<file path="config.mk">
export PLATFORM = sky130hd
export DESIGN_NAME = gbuf_stream_reader
export DESIGN_NICKNAME = d
export VERILOG_FILES = /design/src/rtl/gbuf_stream_reader.sv
export SDC_FILE = /design/constraint.sdc
export NUM_CORES = 1
export LEC_CHECK = 0
export BUFFER_PORTS_ARGS = -buffer_cell sky130_fd_sc_hd__buf_4
export CAP_MARGIN = 15
export CELL_PAD_IN_SITES_DETAIL_PLACEMENT = 0
export CELL_PAD_IN_SITES_GLOBAL_PLACEMENT = 2
export CORE_AREA = 2 2 162 164
export CTS_CLUSTER_DIAMETER = 80
export CTS_CLUSTER_SIZE = 28
export DETAILED_ROUTE_END_ITERATION = 8
export DIE_AREA = 0 0 164 166
export PLACE_DENSITY_LB_ADDON = 0.1
export SKIP_CTS_REPAIR_TIMING = 1
export SLEW_MARGIN = 20
export SYNTH_ARGS = -nofsm -noshare
export SYNTH_HDL_FRONTEND = slang
export SYNTH_SLANG_ARGS = --single-unit
export TNS_END_PERCENT = 30
</file>
<file path="constraint.sdc">
create_clock -name clk -period 2.61 [get_ports clk]
set_clock_uncertainty 0.05 [all_clocks]
set_input_delay 0.522 -clock clk [delete_from_list [all_inputs] [get_ports clk]]
set_output_delay 0.522 -clock clk [all_outputs]
set_load 0.005 [all_outputs]
</file>
<file path="src/rtl/gbuf_stream_reader.sv">
// Strided global-buffer reader that streams words out through a small FIFO; optional GBUF_READER_PERF_EN adds stall_cycles.
// Latency: 3 cycles from accepted start to first m_valid, then one word per cycle with m_ready high.
// Backpressure: reads are only issued while in-flight + buffered words fit in the FIFO, so m_ready low throttles issue.
module gbuf_stream_reader #(
  parameter int DATA_WIDTH = 32,
  parameter int ADDR_WIDTH = 16,
  parameter int LEN_WIDTH  = 16,
  parameter int FIFO_DEPTH = 4
) (
  input  logic                  clk,
  input  logic                  rst,
  input  logic                  start,
  input  logic [ADDR_WIDTH-1:0] base_addr,
  input  logic [LEN_WIDTH-1:0]  length,
  input  logic [ADDR_WIDTH-1:0] stride,
  output logic                  busy,
  output logic                  done,
  output logic [ADDR_WIDTH-1:0] buf_addr,
  output logic                  buf_ce,
  output logic                  buf_we,
  output logic [DATA_WIDTH-1:0] buf_wdata,
  input  logic [DATA_WIDTH-1:0] buf_rdata,
  output logic                  m_valid,
  output logic [DATA_WIDTH-1:0] m_data,
  output logic                  m_last,
  input  logic                  m_ready
`ifdef GBUF_READER_PERF_EN
  ,
  output logic [31:0]           stall_cycles
`endif
);

  localparam int PTR_W = $clog2(FIFO_DEPTH);
  localparam int CNT_W = PTR_W + 1;
  localparam logic [CNT_W-1:0] DEPTH_C = CNT_W'(FIFO_DEPTH);

  typedef enum logic [1:0] {IDLE, ISSUE, DRAIN} state_t;

  state_t                state, state_nxt;
  logic [ADDR_WIDTH-1:0] addr_q;
  logic [ADDR_WIDTH-1:0] stride_q;
  logic [LEN_WIDTH-1:0]  issue_left;
  logic [LEN_WIDTH-1:0]  out_left;
  logic                  rd_pend;
  logic                  done_q;
  logic [DATA_WIDTH-1:0] mem [FIFO_DEPTH];
  logic [PTR_W-1:0]      wr_ptr;
  logic [PTR_W-1:0]      rd_ptr;
  logic [CNT_W-1:0]      count;
  logic                  accept;
  logic                  push;
  logic                  pop;
  logic                  last_pop;

  assign accept    = (state == IDLE) && start;
  assign push      = rd_pend;
  assign m_valid   = (count != '0);
  assign pop       = m_valid && m_ready;
  assign m_last    = m_valid && (out_left == LEN_WIDTH'(1));
  assign last_pop  = pop && m_last;
  assign m_data    = m_valid ? mem[rd_ptr] : '0;
  assign busy      = (state != IDLE);
  assign done      = done_q;
  assign buf_addr  = addr_q;
  assign buf_we    = 1'b0;
  assign buf_wdata = '0;

  always_comb begin
    state_nxt = state;
    buf_ce    = 1'b0;
    case (state)
      IDLE: begin
        if (start && (length != '0)) state_nxt = ISSUE;
      end
      ISSUE: begin
        // Budget counts the read whose data lands next cycle, so a full FIFO never gets one more push.
        if ((CNT_W'(rd_pend) + count) < DEPTH_C) buf_ce = 1'b1;
        if (buf_ce && (issue_left == LEN_WIDTH'(1))) state_nxt = DRAIN;
      end
      DRAIN: begin
        if (last_pop) state_nxt = IDLE;
      end
      default: state_nxt = IDLE;
    endcase
  end

  always_ff @(posedge clk) begin
    if (rst) begin
      state      <= IDLE;
      addr_q     <= '0;
      stride_q   <= '0;
      issue_left <= '0;
      out_left   <= '0;
      rd_pend    <= 1'b0;
      done_q     <= 1'b0;
      wr_ptr     <= '0;
      rd_ptr     <= '0;
      count      <= '0;
    end else begin
      state   <= state_nxt;
      rd_pend <= buf_ce;
      done_q  <= last_pop || (accept && (length == '0));
      if (accept) begin
        addr_q     <= base_addr;
        stride_q   <= stride;
        issue_left <= length;
        out_left   <= length;
      end else begin
        if (buf_ce) begin
          addr_q     <= addr_q + stride_q;
          issue_left <= issue_left - LEN_WIDTH'(1);
        end
        if (pop) out_left <= out_left - LEN_WIDTH'(1);
      end
      if (push) wr_ptr <= wr_ptr + PTR_W'(1);
      if (pop)  rd_ptr <= rd_ptr + PTR_W'(1);
      case ({push, pop})
        2'b10:   count <= count + CNT_W'(1);
        2'b01:   count <= count - CNT_W'(1);
        default: count <= count;
      endcase
    end
  end

  always_ff @(posedge clk) begin
    if (push) mem[wr_ptr] <= buf_rdata;
  end

`ifdef GBUF_READER_PERF_EN
  always_ff @(posedge clk) begin
    if (rst) begin
      stall_cycles <= '0;
    end else if (accept) begin
      stall_cycles <= '0;
    end else if (busy && m_valid && !m_ready && (stall_cycles != '1)) begin
      stall_cycles <= stall_cycles + 32'd1;
    end
  end
`endif

endmodule

</file>
==> impl_metrics.csv <==
group,metric,value,unit
global_route,gr-total-overflow,0,
yosys,synth_mux_area_share,8.018,%
job,drv_cap,0,
critical_path,critPathKind,"reg -> out",
yosys,synth_top_family_by_area,"simple AND/OR/NAND/NOR gates",
critical_path,path_max_fanout,5,
yosys,ys_seq_area_share,58.19,%
sta,rsz0062_at_grt,"true",
sta,max_slew_margin,60.67,%
yosys,netlist.area_leader.share,41.54,%
sta,max_freq,0.3808,GHz
sta,fin_ws,-0.01580,ns
sta,period_minus_slack,2.626,ns
die,core,25620,um^2
yosys,yosys.area.top_type,"edfxtp_1",
power_and_ir_drop,peakVddDrop,0.3984,mV
yosys,synth_xor_area_share,3.029,%
run_status,status,"finished with violations",
yosys,ys_ff_latch,205,
layout,fin_util,43.42,%
sta,setup_viol,1,
yosys,synthArstFlopShare,0,%
sta,post-route-period-util,100.6,%
placement,io_buffers,136,
critical_path,r2r_setup_slack,0.16,ns
clock_network,worstSkewPairLatency,0.47,ns
die,io_pins,170,
clock_network,cts_tree,"yes",
yosys,synth.avg_cell_area,12.18,um^2
clock_network,cts_made_buffers,13,
detailed_routing,first_pass_iters,4,
clock_network,clkTransAtPathRegs,0.10,ns
yosys,synth_most_common_cell,"edfxtp_1",
run_status,failed_checks,"negative setup slack",
critical_path,worstPathRequired,2.04,ns
global_route,antenna_found_initial,0,
yosys,syn_area,9254,um^2
detailed_routing,totalWireLength,21730,um
die,die_h,166,um
detailed_routing,via_per_inst,5.058,
die,fp.dieW,164,um
layout,drive_gt1_share,26.71,%
power_and_ir_drop,power_density,729.6,nW/um^2
hold_path,hold_path_class,"in -> reg",
layout,nFillCells,2438,
sta,final_max_slew_viol_count,0,
global_route,track_usage,15.83,%
detailed_routing,drc,0,
detailed_routing,vias,6277,
power_and_ir_drop,p_leak,0.004108,uW
die,rows,59,
detailed_routing,ant_nets,0,
global_route,grt_max_degree,50,
clock_network,cts_sinks,205,
sta,tightest_slew,0.5877,ns
clock_network,htreeDepth,1,
yosys,synthSimpleGateAreaFrac,12.78,%
layout,areaGrowthSynthToFinish,20.19,%
yosys,synthTopCellsByCount,"edfxtp_1 (128), nand2_1 (80), dfxtp_1 (77)",
global_route,grt_pass1_wl,34160,um
sta,worst_hold_slack,0.1952,ns
global_route,grt_pass1_vias,6380,
yosys,synth_area_leaders,"edfxtp_1 (42%), dfxtp_1 (17%), mux4_2 (7.8%)",
yosys,yosys_warnings,0,
yosys,synthCells,760,
placement,finalWeightedCongestion,0.7961,
yosys,synth-edff-count,128,
yosys,yosysUniqueCellTypes,58,
yosys,synth_ff_type,"edfxtp_1",
die,dieArea,27220,um^2
detailed_routing,wl_per_cell,17.51,um
sta,hold_viol,0,
clock_network,cts.path.max_buffers,3,
clock_network,cts_root_buffer,"clkbuf_16",
placement,hpwl,14830,um
yosys,synth-compound-area-share,9.181,%
critical_path,cp-end-kind,"output port",
critical_path,cp_data_arrival_time,2.05,ns
critical_path,start_kind,"flop",
layout,antenna_cells,0,
die,start_util,36.13,%
detailed_routing,drt_iter0_drc,320,
yosys,synth_fa_ha_area_share,3.678,%
layout,final_nets,1010,
==> critical path: stages (launching register included) <==
cell and delay (ns):
dfxtp_2 0.34, or4_4 0.53, nor3_4 0.26, nand4b_1 0.18, nor2_1 0.15, buf_4 0.13
==> area by class of cell <==
cell class                 instances  area (um^2)  area share, %
clock buffer                      16        346.6          3.116
inverter                          18        67.56         0.6075
timing repair buffer             163         1277          11.49
multi-input combinational        499         3555          31.96
sequential                       205         5398          48.53
tap                              335        419.2          3.769
clock inverter                     5        58.81         0.5287
==> cell usage in the layout (no fill, tap or decap), types with 15 or more instances in the layout <==
master	n
ha_1	24
xor2_1	15
dfxtp_1	71
a21oi_1	57
inv_1	17
nand2_1	79
nor2_1	43
conb_1	33
mux4_2	32
edfxtp_1	128
nor2b_1	34
xnor2_1	16
buf_4	158
==> worst paths after layout <==
path | from | cells past startpoint | end
hold / removal | buf_rdata[8] | 1 | mem[2][8]
setup reg to reg | buf_addr[0] | 8 | buf_addr[10]
hold reg to reg | stride_q[2] | 2 | stride_q[2]
setup / recovery | out_left[7] | 5 | m_last
==> power breakdown <==
group          switching, uW  internal (uW)
registers                155           3620
logic                   1080           1140
clock network           1060           1060
==> routing by layer <==
| metal | wire (um) | GRT usage [%] |
|---|---|---|
| met1 | 9577 | 20.67 |
| met4 | 509 | 3.699 |
| met2 | 10780 | 27.69 |
| met3 | 857 | 2.298 |
| met5 | 0 | 0 |
==> registers in the layout (all words and copies together), names as in the netlist, 2 cells and up, named ones only <==
name	count
buf_addr	16
count	3
issue_left	16
mem	128
out_left	16
rd_ptr	2
state	2
stride_q	16
wr_ptr	2
==> kinds of logic (layout without fill, tap and decap cells) <==
logic type,after synthesis,after routing
muxes,34,34
adders and majority gates,26,26
buffers and inverters,88,202
AOI/OAI and AO/OA,137,137
xor gates and xnor gates,32,32
and+or+nand+nor,237,237
DFF,205,205
other,1,33
==> per-stage QoR <==
step | setup slack [ns] | TNS (ns) | cell area, um^2 | total power [uW] | std cells
after floorplan | 0.3728 | 0 | 9374 | 5142 | 792
after global placement | 0.1749 | 0 | 10630 | 6019 | 1213
after detailed placement | 0.1411 | 0 | 10630 | 6042 | 1213
after CTS | -0.2324 | -1.997 | 11030 | 8196 | 1234
after global routing | -0.1197 | -0.1197 | 11120 | 8567 | 1241
final | -0.01580 | -0.01580 | 11120 | 8115 | 1241
(Power assumes the default switching activity.)
